## config.mk

```make
export PLATFORM = sky130hd
export DESIGN_NAME = hazard_ctrl_v2
export DESIGN_NICKNAME = d
export VERILOG_FILES = /design/src/rtl/hazard_ctrl_v2_pkg.sv /design/src/rtl/hazard_ctrl_v2_raw_check.sv /design/src/rtl/hazard_ctrl_v2.sv
export SDC_FILE = /design/constraint.sdc
export NUM_CORES = 1
export LEC_CHECK = 0
export BUFFER_PORTS_ARGS = -buffer_cell sky130_fd_sc_hd__buf_2
export CORE_MARGIN = 4
export CORE_UTILIZATION = 56
export DETAILED_ROUTE_END_ITERATION = 7
export GPL_ROUTABILITY_DRIVEN = 0
export HOLD_SLACK_MARGIN = 0.12
export PLACE_DENSITY = 0.93
export SETUP_SLACK_MARGIN = 0.3
export SYNTH_ARGS = -nofsm -noshare
export SYNTH_HDL_FRONTEND = slang
export SYNTH_SLANG_ARGS = --single-unit
```

## constraint.sdc

```tcl
create_clock -name clk -period 8.21 [get_ports clk]
set_input_delay 2.463 -clock clk [delete_from_list [all_inputs] [get_ports clk]]
set_output_delay 2.463 -clock clk [all_outputs]
set_load 0.05 [all_outputs]
```

## src/rtl/hazard_ctrl_v2_pkg.sv

```systemverilog
`default_nettype none
// ============================================================================
//  Module      : hazard_ctrl_v2_pkg
//  Description : Shared types and constants for the pipeline hazard unit:
//                fetch FSM state encoding, retry counter sizing and the
//                datapath instruction constants already used elsewhere.
//  Revision    : 2.0 - parametrised successor with fetch-miss FSM
// ============================================================================
package hazard_ctrl_v2_pkg;

    // Fetch FSM states
    typedef enum logic [1:0] {
        F_RUN  = 2'd0,
        F_MISS = 2'd1,
        F_DROP = 2'd2
    } fetch_state_e;

    localparam int WORD_SIZE = 16;

    // Retry counter saturates at 15, which bounds IFETCH_RETRY to 0..15
    localparam int                     RETRY_CNT_W   = 4;
    localparam logic [RETRY_CNT_W-1:0] RETRY_CNT_MAX = 4'd15;

    // Instruction type / opcode constants shared with the datapath
    localparam logic [1:0] INSTTYPE_ALU    = 2'd0;
    localparam logic [1:0] INSTTYPE_MEM    = 2'd1;
    localparam logic [1:0] INSTTYPE_BRANCH = 2'd2;
    localparam logic [1:0] INSTTYPE_JUMP   = 2'd3;

    localparam logic [3:0] OPCODE_BNE   = 4'd0;
    localparam logic [3:0] OPCODE_LWD   = 4'd7;
    localparam logic [3:0] OPCODE_SWD   = 4'd8;
    localparam logic [3:0] OPCODE_JMP   = 4'd9;
    localparam logic [3:0] OPCODE_RTYPE = 4'd15;

endpackage
`default_nettype wire

```

## src/rtl/hazard_ctrl_v2_raw_check.sv

```systemverilog
`default_nettype none
// ============================================================================
//  Module      : hazard_raw_check
//  Description : Combinational RAW / load-use comparator. Raises id_stall
//                when the instruction in ID must wait for an older writer.
//  Revision    : 2.0 - forwarding options selected at elaboration
// ============================================================================
module hazard_raw_check #(
    parameter int REG_ADDR_W         = 2,
    parameter int DATA_FORWARDING    = 1,
    parameter int RF_SELF_FORWARDING = 1
) (
    input  logic                  use_rs,
    input  logic                  use_rt,
    input  logic                  use_rs_at_id,
    input  logic [REG_ADDR_W-1:0] rs_id,
    input  logic [REG_ADDR_W-1:0] rt_id,
    input  logic                  reg_write_ex,
    input  logic                  reg_write_mem,
    input  logic                  reg_write_wb,
    input  logic [REG_ADDR_W-1:0] write_reg_ex,
    input  logic [REG_ADDR_W-1:0] write_reg_mem,
    input  logic [REG_ADDR_W-1:0] write_reg_wb,
    input  logic                  d_mem_read_ex,
    output logic                  id_stall
);

    logic rs_eq_ex;
    logic rs_eq_mem;
    logic rt_eq_ex;
    logic reads_ex;
    logic load_use;
    logic raw_exmem;
    logic raw_wb;
    logic raw_jr;

    assign rs_eq_ex  = (rs_id == write_reg_ex);
    assign rs_eq_mem = (rs_id == write_reg_mem);
    assign rt_eq_ex  = (rt_id == write_reg_ex);
    assign reads_ex  = (use_rs & rs_eq_ex) | (use_rt & rt_eq_ex);

    // A load in EX cannot be forwarded in time, so it always stalls a reader
    assign load_use = d_mem_read_ex & reads_ex;

    // Register-indirect jumps consume rs in ID, ahead of any forwarding path
    assign raw_jr = use_rs_at_id & ((reg_write_ex & rs_eq_ex) | (reg_write_mem & rs_eq_mem));

    generate
        if (DATA_FORWARDING == 0) begin : g_raw_exmem
            logic reads_mem;
            assign reads_mem = (use_rs & rs_eq_mem) | (use_rt & (rt_id == write_reg_mem));
            assign raw_exmem = (reg_write_ex & reads_ex) | (reg_write_mem & reads_mem);
        end else begin : g_fwd_exmem
            assign raw_exmem = 1'b0;
        end
    endgenerate

    generate
        if (RF_SELF_FORWARDING == 0) begin : g_raw_wb
            assign raw_wb = reg_write_wb &
                            ((use_rs & (rs_id == write_reg_wb)) | (use_rt & (rt_id == write_reg_wb)));
        end else begin : g_wt_wb
            logic unused_wb;
            assign unused_wb = ^{reg_write_wb, write_reg_wb};
            assign raw_wb    = 1'b0;
        end
    endgenerate

    assign id_stall = load_use | raw_exmem | raw_wb | raw_jr;

endmodule
`default_nettype wire

```

## src/rtl/hazard_ctrl_v2.sv

```systemverilog
`default_nettype none
// ============================================================================
//  Module      : hazard_ctrl_v2
//  Description : Pipeline hazard unit for the 5-stage datapath. Drives stall,
//                freeze, bubble and flush controls, runs the I-fetch miss FSM
//                and keeps saturating stall / flush counters.
//  Revision    : 2.0 - generic widths, fetch-miss FSM, perf counters
// ============================================================================
module hazard_ctrl_v2 #(
    parameter int REG_ADDR_W         = 2,
    parameter int DATA_FORWARDING    = 1,
    parameter int RF_SELF_FORWARDING = 1,
    parameter int IFETCH_RETRY       = 2,
    parameter int PERF_W             = 16
) (
    input  logic                  clk,
    input  logic                  reset,
    input  logic                  use_rs,
    input  logic                  use_rt,
    input  logic                  use_rs_at_id,
    input  logic [REG_ADDR_W-1:0] rs_id,
    input  logic [REG_ADDR_W-1:0] rt_id,
    input  logic                  reg_write_ex,
    input  logic                  reg_write_mem,
    input  logic                  reg_write_wb,
    input  logic [REG_ADDR_W-1:0] write_reg_ex,
    input  logic [REG_ADDR_W-1:0] write_reg_mem,
    input  logic [REG_ADDR_W-1:0] write_reg_wb,
    input  logic                  d_mem_read_ex,
    input  logic                  d_mem_read_mem,
    input  logic                  d_mem_write_mem,
    input  logic                  d_ready,
    input  logic                  i_ready,
    input  logic                  jump_miss,
    input  logic                  branch_miss,
    output logic                  pc_write,
    output logic                  ir_write,
    output logic                  i_mem_read,
    output logic                  bubblify_id,
    output logic                  bubblify_mem,
    output logic                  flush_if,
    output logic                  freeze_ex,
    output logic                  freeze_mem,
    output logic                  incr_num_inst,
    output logic                  redirect_pending,
    output logic [PERF_W-1:0]     stall_cycles,
    output logic [PERF_W-1:0]     flush_count
);

    import hazard_ctrl_v2_pkg::*;

    localparam logic [RETRY_CNT_W-1:0] RETRY_LIM = RETRY_CNT_W'(IFETCH_RETRY);

    fetch_state_e           state;
    fetch_state_e           next_state;
    logic [RETRY_CNT_W-1:0] retry_cnt;
    logic [RETRY_CNT_W-1:0] next_retry;

    logic id_stall;
    logic mem_stall;
    logic redirect;
    logic flush_event;

    logic pc_write_int;
    logic ir_write_int;
    logic i_mem_read_int;
    logic bubblify_id_int;
    logic bubblify_mem_int;
    logic flush_if_int;
    logic freeze_ex_int;
    logic freeze_mem_int;
    logic pending_int;

    hazard_raw_check #(
        .REG_ADDR_W         (REG_ADDR_W),
        .DATA_FORWARDING    (DATA_FORWARDING),
        .RF_SELF_FORWARDING (RF_SELF_FORWARDING)
    ) u_raw_check (
        .use_rs        (use_rs),
        .use_rt        (use_rt),
        .use_rs_at_id  (use_rs_at_id),
        .rs_id         (rs_id),
        .rt_id         (rt_id),
        .reg_write_ex  (reg_write_ex),
        .reg_write_mem (reg_write_mem),
        .reg_write_wb  (reg_write_wb),
        .write_reg_ex  (write_reg_ex),
        .write_reg_mem (write_reg_mem),
        .write_reg_wb  (write_reg_wb),
        .d_mem_read_ex (d_mem_read_ex),
        .id_stall      (id_stall)
    );

    assign mem_stall = (d_mem_read_mem | d_mem_write_mem) & ~d_ready;
    // Any pipeline stall holds the redirecting instruction, so it is not acted on yet
    assign redirect  = (jump_miss | branch_miss) & ~mem_stall & ~id_stall;

    // Fetch state and retry counter register
    always_ff @(posedge clk) begin
        if (reset) begin
            state     <= F_RUN;
            retry_cnt <= '0;
        end else begin
            state     <= next_state;
            retry_cnt <= next_retry;
        end
    end

    // Stall/control priority first, then the fetch FSM overlays its overrides
    always_comb begin
        pc_write_int     = 1'b1;
        ir_write_int     = 1'b1;
        i_mem_read_int   = 1'b1;
        bubblify_id_int  = 1'b0;
        bubblify_mem_int = 1'b0;
        flush_if_int     = 1'b0;
        freeze_ex_int    = 1'b0;
        freeze_mem_int   = 1'b0;
        pending_int      = 1'b0;
        flush_event      = 1'b0;
        next_state       = state;
        next_retry       = retry_cnt;

        if (mem_stall) begin
            pc_write_int     = 1'b0;
            ir_write_int     = 1'b0;
            freeze_ex_int    = 1'b1;
            freeze_mem_int   = 1'b1;
            bubblify_mem_int = 1'b1;
        end else if (id_stall) begin
            pc_write_int    = 1'b0;
            ir_write_int    = 1'b0;
            bubblify_id_int = 1'b1;
        end else begin
            flush_if_int    = jump_miss | branch_miss;
            bubblify_id_int = branch_miss;
        end

        case (state)
            F_RUN: begin
                flush_event = redirect;
                if (ir_write_int && !i_ready) begin
                    pc_write_int = 1'b0;
                    flush_if_int = 1'b1;
                    next_retry   = '0;
                    next_state   = F_MISS;
                end
            end
            F_MISS: begin
                i_mem_read_int = (retry_cnt >= RETRY_LIM);
                if (retry_cnt != RETRY_CNT_MAX) begin
                    next_retry = retry_cnt + RETRY_CNT_W'(1);
                end
                if (redirect) begin
                    // Take the new PC now; the word still in flight is stale
                    pc_write_int = 1'b1;
                    flush_if_int = 1'b1;
                    pending_int  = 1'b1;
                    next_state   = F_DROP;
                end else if (!i_ready) begin
                    pc_write_int = 1'b0;
                    flush_if_int = 1'b1;
                end else begin
                    next_state = F_RUN;
                end
            end
            F_DROP: begin
                pending_int    = 1'b1;
                flush_if_int   = 1'b1;
                i_mem_read_int = 1'b1;
                pc_write_int   = redirect;
                // The stale word arriving is the one drop that gets counted
                flush_event    = i_ready;
                if (!redirect && i_ready) begin
                    next_state = F_RUN;
                end
            end
            default: begin
                next_state = F_RUN;
                next_retry = '0;
            end
        endcase
    end

    assign pc_write         = ~reset & pc_write_int;
    assign ir_write         = ~reset & ir_write_int;
    assign i_mem_read       = ~reset & i_mem_read_int;
    assign bubblify_id      = ~reset & bubblify_id_int;
    assign bubblify_mem     = ~reset & bubblify_mem_int;
    assign flush_if         = ~reset & flush_if_int;
    assign freeze_ex        = ~reset & freeze_ex_int;
    assign freeze_mem       = ~reset & freeze_mem_int;
    assign redirect_pending = ~reset & pending_int;
    assign incr_num_inst    = ~reset & ~(bubblify_id_int | bubblify_mem_int | ~pc_write_int | flush_if_int);

    // Saturating performance counters
    always_ff @(posedge clk) begin
        if (reset) begin
            stall_cycles <= '0;
            flush_count  <= '0;
        end else begin
            if (!pc_write_int && (stall_cycles != '1)) begin
                stall_cycles <= stall_cycles + PERF_W'(1);
            end
            if (flush_event && (flush_count != '1)) begin
                flush_count <= flush_count + PERF_W'(1);
            end
        end
    end

endmodule
`default_nettype wire

```

# Word level (Yosys, flattened, before mapping)
# Index checks and enable logic that the tools add are counted.
# Widths: inputs -> output; s select.
dict set report classes {
  n_addsub 3
  n_lt_le_gt_ge 1
  n_eq_ne 12
  muxes 27
  bitwise_logic 32
  n_reduce_logical 10
}
# cell count
set ops {}
lappend ops {{$add 16x1->16 const B} 2}
lappend ops {{$ne 16x16->1 const B} 2}
lappend ops {{$and 1x1->1} 17}
lappend ops {{$mux 1} 15}
lappend ops {{$pmux 4 s3} 1}
lappend ops {{$mux 2} 4}
lappend ops {{$mux 4} 2}
lappend ops {{$or 1x1->1} 8}
lappend ops {{$not 1->1} 7}
lappend ops {{$eq 2x2->1} 3}
lappend ops {{$ne 2x2->1 const B} 3}
lappend ops {{$pmux 1 s3} 2}
lappend ops {{$pmux 2 s3} 1}
lappend ops {{$reduce_and 3->1} 2}
lappend ops {{$add 4x1->4 const B} 1}
lappend ops {{$ge 4x2->1 const B} 1}
lappend ops {{$logic_and 1x1->1} 4}
lappend ops {{$ne 4x4->1 const B} 1}
lappend ops {{$pmux 1 s2} 2}
lappend ops {{$logic_not 1->1} 3}
lappend ops {{$ne 3x3->1 const B} 1}
lappend ops {{$eq 2x1->1 const B} 1}
lappend ops {{$eq 2x2->1 const B} 1}
lappend ops {{$logic_not 2->1} 1}
dict set report totals {
  reg_bits 38
  inputBits 25
  out_inout_bits 42
  elab_cells 89
}

# Depth between registers and ports, before layout
dict set report depth {
  depth_word 15
  ltp_mapped 9
  mapped_depth_nobuf 8
}

# Hierarchy
# A second synthesis with hierarchy kept.
dict set report hier_totals {
  cells_unflattened 271
  hier_area_um2 2297.2
}
# mod instances cells_each area_each_um2 seq_area_each_um2
set modules_own_cells {}
lappend modules_own_cells {hazard_ctrl_v2 1 260 2213.4 760.7}
lappend modules_own_cells {hazard_raw_check 1 11 83.8 0.0}

# Worst setup path before layout
# Ideal clock, no wire load.
dict set report synth_timing {
  kind {input to output}
  from {input d_mem_write_mem}
  to {output redirect_pending}
  arrival_time_ps 4603
  required_ps 5747
  setup_slack_ps 1144
  path_stages 6
  n_path_buf 0
  cell_sequence {o21bai_1 o31ai_2 or3_1 nor2_1 a21oi_1 nor3b_1}
}
dict set report synth_between {
  elab_chain_cells 8
}
# item line_no
set synth_rtl {}
lappend synth_rtl {{start, declared} hazard_ctrl_v2.sv:31} ;# input logic d_mem_write_mem,
lappend synth_rtl {{$or 1x1->1} hazard_ctrl_v2.sv:94} ;# assign mem_stall = (d_mem_read_mem | d_mem_write_mem) & ~d_ready;
lappend synth_rtl {{$and 1x1->1} hazard_ctrl_v2.sv:94}
lappend synth_rtl {{$not 1->1} hazard_ctrl_v2.sv:96} ;# assign redirect = (jump_miss | branch_miss) & ~mem_stall & ~id_stall;
lappend synth_rtl {{$and 1x1->1 (2 in series)} hazard_ctrl_v2.sv:96}
lappend synth_rtl {{$mux 1} hazard_ctrl_v2.sv:154} ;# if (redirect) begin
lappend synth_rtl {{$pmux 1 s2} hazard_ctrl_v2.sv:139} ;# case (state)
lappend synth_rtl {{$and 1x1->1} hazard_ctrl_v2.sv:193} ;# assign redirect_pending = ~reset & pending_int;
lappend synth_rtl {{end, declared} hazard_ctrl_v2.sv:45} ;# output logic redirect_pending,
# Every way passes these cells.

# Worst setup path in the final report
# Same ends and word-level chain as after synthesis.

==> impl_results.rst <==
.. list-table::
   :header-rows: 1

   * - Metric
     - Value
   * - Number of setup buffers added after CTS
     - 0
   * - Mean post-synth cell area
     - between 7 and 8 sq um
   * - Largest net degree at the start of global routing
     - 49
   * - Critical path type
     - in2out
   * - Die span in y
     - 73.19 microns
   * - Pre-antenna DRT Iters
     - 4
   * - Initial antenna violation count
     - 0
   * - Global-route wire length before repair
     - 9466 microns
   * - Count of input and output buffers
     - 63
   * - Number of endpoints with negative hold slack in the final report
     - 0
   * - Yosys warning count
     - 0
   * - Final instance area
     - 0.002769 sq mm
   * - Critical path peak fanout
     - 4
   * - Synth-to-layout area growth
     - 16.35%
   * - Max-slew violation count
     - 0
   * - Total power consumption of the routed design
     - 0.5428 mW
   * - Overflow left after global routing
     - 0
   * - Leading cell types by total area after synthesis
     - dfxtp_1 32%, a21oi_1 5.7%, nand2_1 4.7%, nor2_1 4.6%, ha_1 4.2%
   * - Number of instances resized during post-cts repair
     - 0
   * - Cts hold-fix bufs
     - 0
   * - Critical path launch point type
     - input port
   * - Most common library cells after synthesis
     - 38 x dfxtp_1, 30 x nand2_1, 29 x nor2_1
   * - Area of the core
     - around 0.004 sq mm
   * - Setup Slack @ Placement
     - 1531 ps
   * - Fraction of layout cells with a size suffix above 1
     - 23.12%
   * - Clock insertion delay at the later pin of the skew report
     - ~280 ps
   * - Number of H-tree levels
     - 2
   * - Synth Instances
     - 306
   * - Initial cell density of the core
     - 58.65%
   * - Number of enable flip-flop cells after synthesis
     - 0
   * - Post-detailed-route via-to-cell ratio
     - 5.995
   * - Maximum ir drop on the vdd rail
     - 0.0001185 V
   * - Area used by sequential logic in the layout
     - 760.7 sq um
   * - First element of the critical path
     - d_mem_write_mem
   * - Post-Route Skew
     - 4.499 ps
   * - Fraction of the yosys area taken by sequential cells
     - around a third
   * - Average routed wire per standard cell
     - 13.39 microns
   * - Total of endpoints with negative setup slack in the final report
     - 0
   * - Fraction of synthesized cell area taken by the top area cell type
     - 31.97%
   * - Number of antenna-violating nets in the routed design
     - 0
   * - Area occupied by multi-input gates
     - 0.001490 sq mm
   * - Share of synthesized flip-flops with an asynchronous set or reset
     - 0%
   * - Detailed-route DRC error count
     - 0
   * - Total of flip-flops plus latches after synthesis
     - 38
   * - Nature of the critical path endpoint
     - output pin
   * - Met3 WL
     - 309 microns
   * - Launching point of the worst reg2reg path
     - state[0]$_SDFFE_PP0P_
   * - Post-synthesis net count
     - approximately 340
   * - Post-route met1 wirelength
     - roughly 2400 microns
   * - Outcome
     - completed
   * - Synth Cell Area
     - 0.002380 sq mm
   * - Final setup margin
     - 1533 ps
   * - Remaining max-slew budget at the tightest pin
     - 60.17%
   * - Arrival time of data at the critical path endpoint
     - around 4200 ps
   * - Detail Route met2 WL
     - 2693 microns
   * - Total length of routed wires
     - 5476 microns
   * - Clock Root Buffer
     - clkbuf_8
   * - Leakage Power
     - 1.127 nW
   * - Number of standard-cell rows in the floorplan
     - 23
   * - Most numerous cell in the Yosys netlist
     - dfxtp_1
   * - Number of maximum-capacitance violations
     - 0
   * - Unrepaired setup endpoints after global routing
     - no
   * - Cell area after placement
     - 0.002678 sq mm
   * - Cell type with the highest aggregate area in the netlist
     - dfxtp_1
   * - Power density of the placed cells
     - 196.0 mW/mm^2
   * - Upper clock frequency limit
     - ~150 MHz
   * - Clock slew at reported path FFs
     - 70 ps
   * - Die Area
     - 0.005357 sq mm
   * - Slew @ Worst Pin
     - 597.4 ps
   * - HPWL after DPL
     - roughly 4100 microns
   * - Vias
     - 2452
   * - Final-stage net count
     - 391
   * - Count of pins on the block boundary
     - 67
   * - Top metal layer carrying routed signals
     - met4
   * - Number of fill cells
     - 330
   * - Start point of the worst hold path
     - retry_cnt[0]$_SDFFE_PP0P_
   * - Drt first-iter violations
     - 205
   * - Critical path data required time
     - approximately 5800 ps
   * - Leading register cell type out of synthesis
     - dfxtp_1
   * - Clock buffer count from CTS
     - 5
   * - Via count of the first global-routing pass
     - 2238
   * - N_diodes
     - 0
   * - Total GRT Usage
     - 21.29%
   * - Hold Path Class
     - reg2reg
   * - Longest Clk Path Bufs
     - 2
   * - Synth unique cells
     - between 50 and 60
   * - Die width
     - 73.19 microns
   * - Final period utilization
     - between 80% and 90%
   * - Minimum period implied by the final worst setup slack
     - ~6700 ps
   * - CTS Sinks
     - 38
   * - TritonCTS clock tree
     - done
   * - Final total negative setup slack
     - 0 ps
## report_power, final
part / total [mW] / internal (mW) / switching, mW / leakage (nW)
Combinational: 0.202 / 0.0608 / 0.141 / 0.771
Clock: 0.131 / 0.0677 / 0.0629 / 0.0482
Sequential: 0.211 / 0.196 / 0.0147 / 0.307
Total: 0.543 / 0.324 / 0.218 / 1.13
## final timing paths
path                            slack (ps)                            end  cells past startpoint
worst max-delay path                  1530               redirect_pending                      8
worst min-delay path                   510      retry_cnt[0]$_SDFFE_PP0P_                      2
worst max register to register        5730  stall_cycles[11]$_SDFFE_PP0P_                      7
worst min register to register         510      retry_cnt[0]$_SDFFE_PP0P_                      2
## cell type report
type | instances | area share (%)
clock buffer | 7 | 3.118
clock inverter | 1 | 0.1807
inverter | 9 | 1.220
multi-input combinational | 239 | 53.82
sequential | 38 | 27.47
tap | 50 | 2.259
timing repair buffer | 65 | 11.93
## sequential cells by signal, indices dropped and copies added, names as in the netlist
register,count
retry_cnt,4
stall_cycles,16
flush_count,16
state,2
## worst max-delay path, cell delays in order
cell and delay [ps]:
buf_2 90, o21bai_1 320, o31ai_2 170, or3_1 380
nor2_1 220, a21oi_1 100, nor3b_1 180, buf_2 290
## stage by stage
| step | instances | utilization [%] | hold WS, ps |
|---|---|---|---|
| 2_1_floorplan | 306 | - | 462.2 |
| 3_3_place_gp | 401 | 65.99 | 478.3 |
| 3_5_place_dp | 401 | 65.99 | 497.2 |
| 4_1_cts | 409 | 68.24 | 507.3 |
| 5_1_grt | 409 | 68.24 | 533.7 |
| 6_report | 409 | 68.24 | 506.8 |
## layer usage
metal | up-vias | track usage [%]
met3 | 8 | 3.444
li1 | 1224 | -
met4 | 0 | 5.533
met1 | 1148 | 26.69
met2 | 72 | 37.54
met5 | - | 0
## logic make-up (layout without fill, tap and decap cells)
family | count (synthesis) | count (layout) | share of synthesized area [%]
multiplexers | 7 | 7 | 3.312
AO/OA/AOI/OAI | 77 | 77 | 21.14
XOR/XNOR | 7 | 7 | 2.576
adder cells (fa/ha/maj) | 8 | 8 | 4.206
AND/OR/NAND/NOR | 140 | 140 | 31.39
buffers and inverters | 29 | 82 | 5.415
flip-flops | 38 | 38 | 31.97
## cells in the final DEF, fill, tap and decap left out, types with 6 or more instances in the layout
cell type	instances
clkbuf_8	6
nor3_1	9
ha_1	8
inv_1	9
or3_1	14
o21ai_0	20
buf_2	63
nor2_1	29
dfxtp_1	38
nor2b_1	9
mux2_1	6
nand4_1	12
xor2_1	6
a21oi_1	27
nand2_1	30
nand3_1	11
Note: power is estimated with default switching activity, not from simulation.
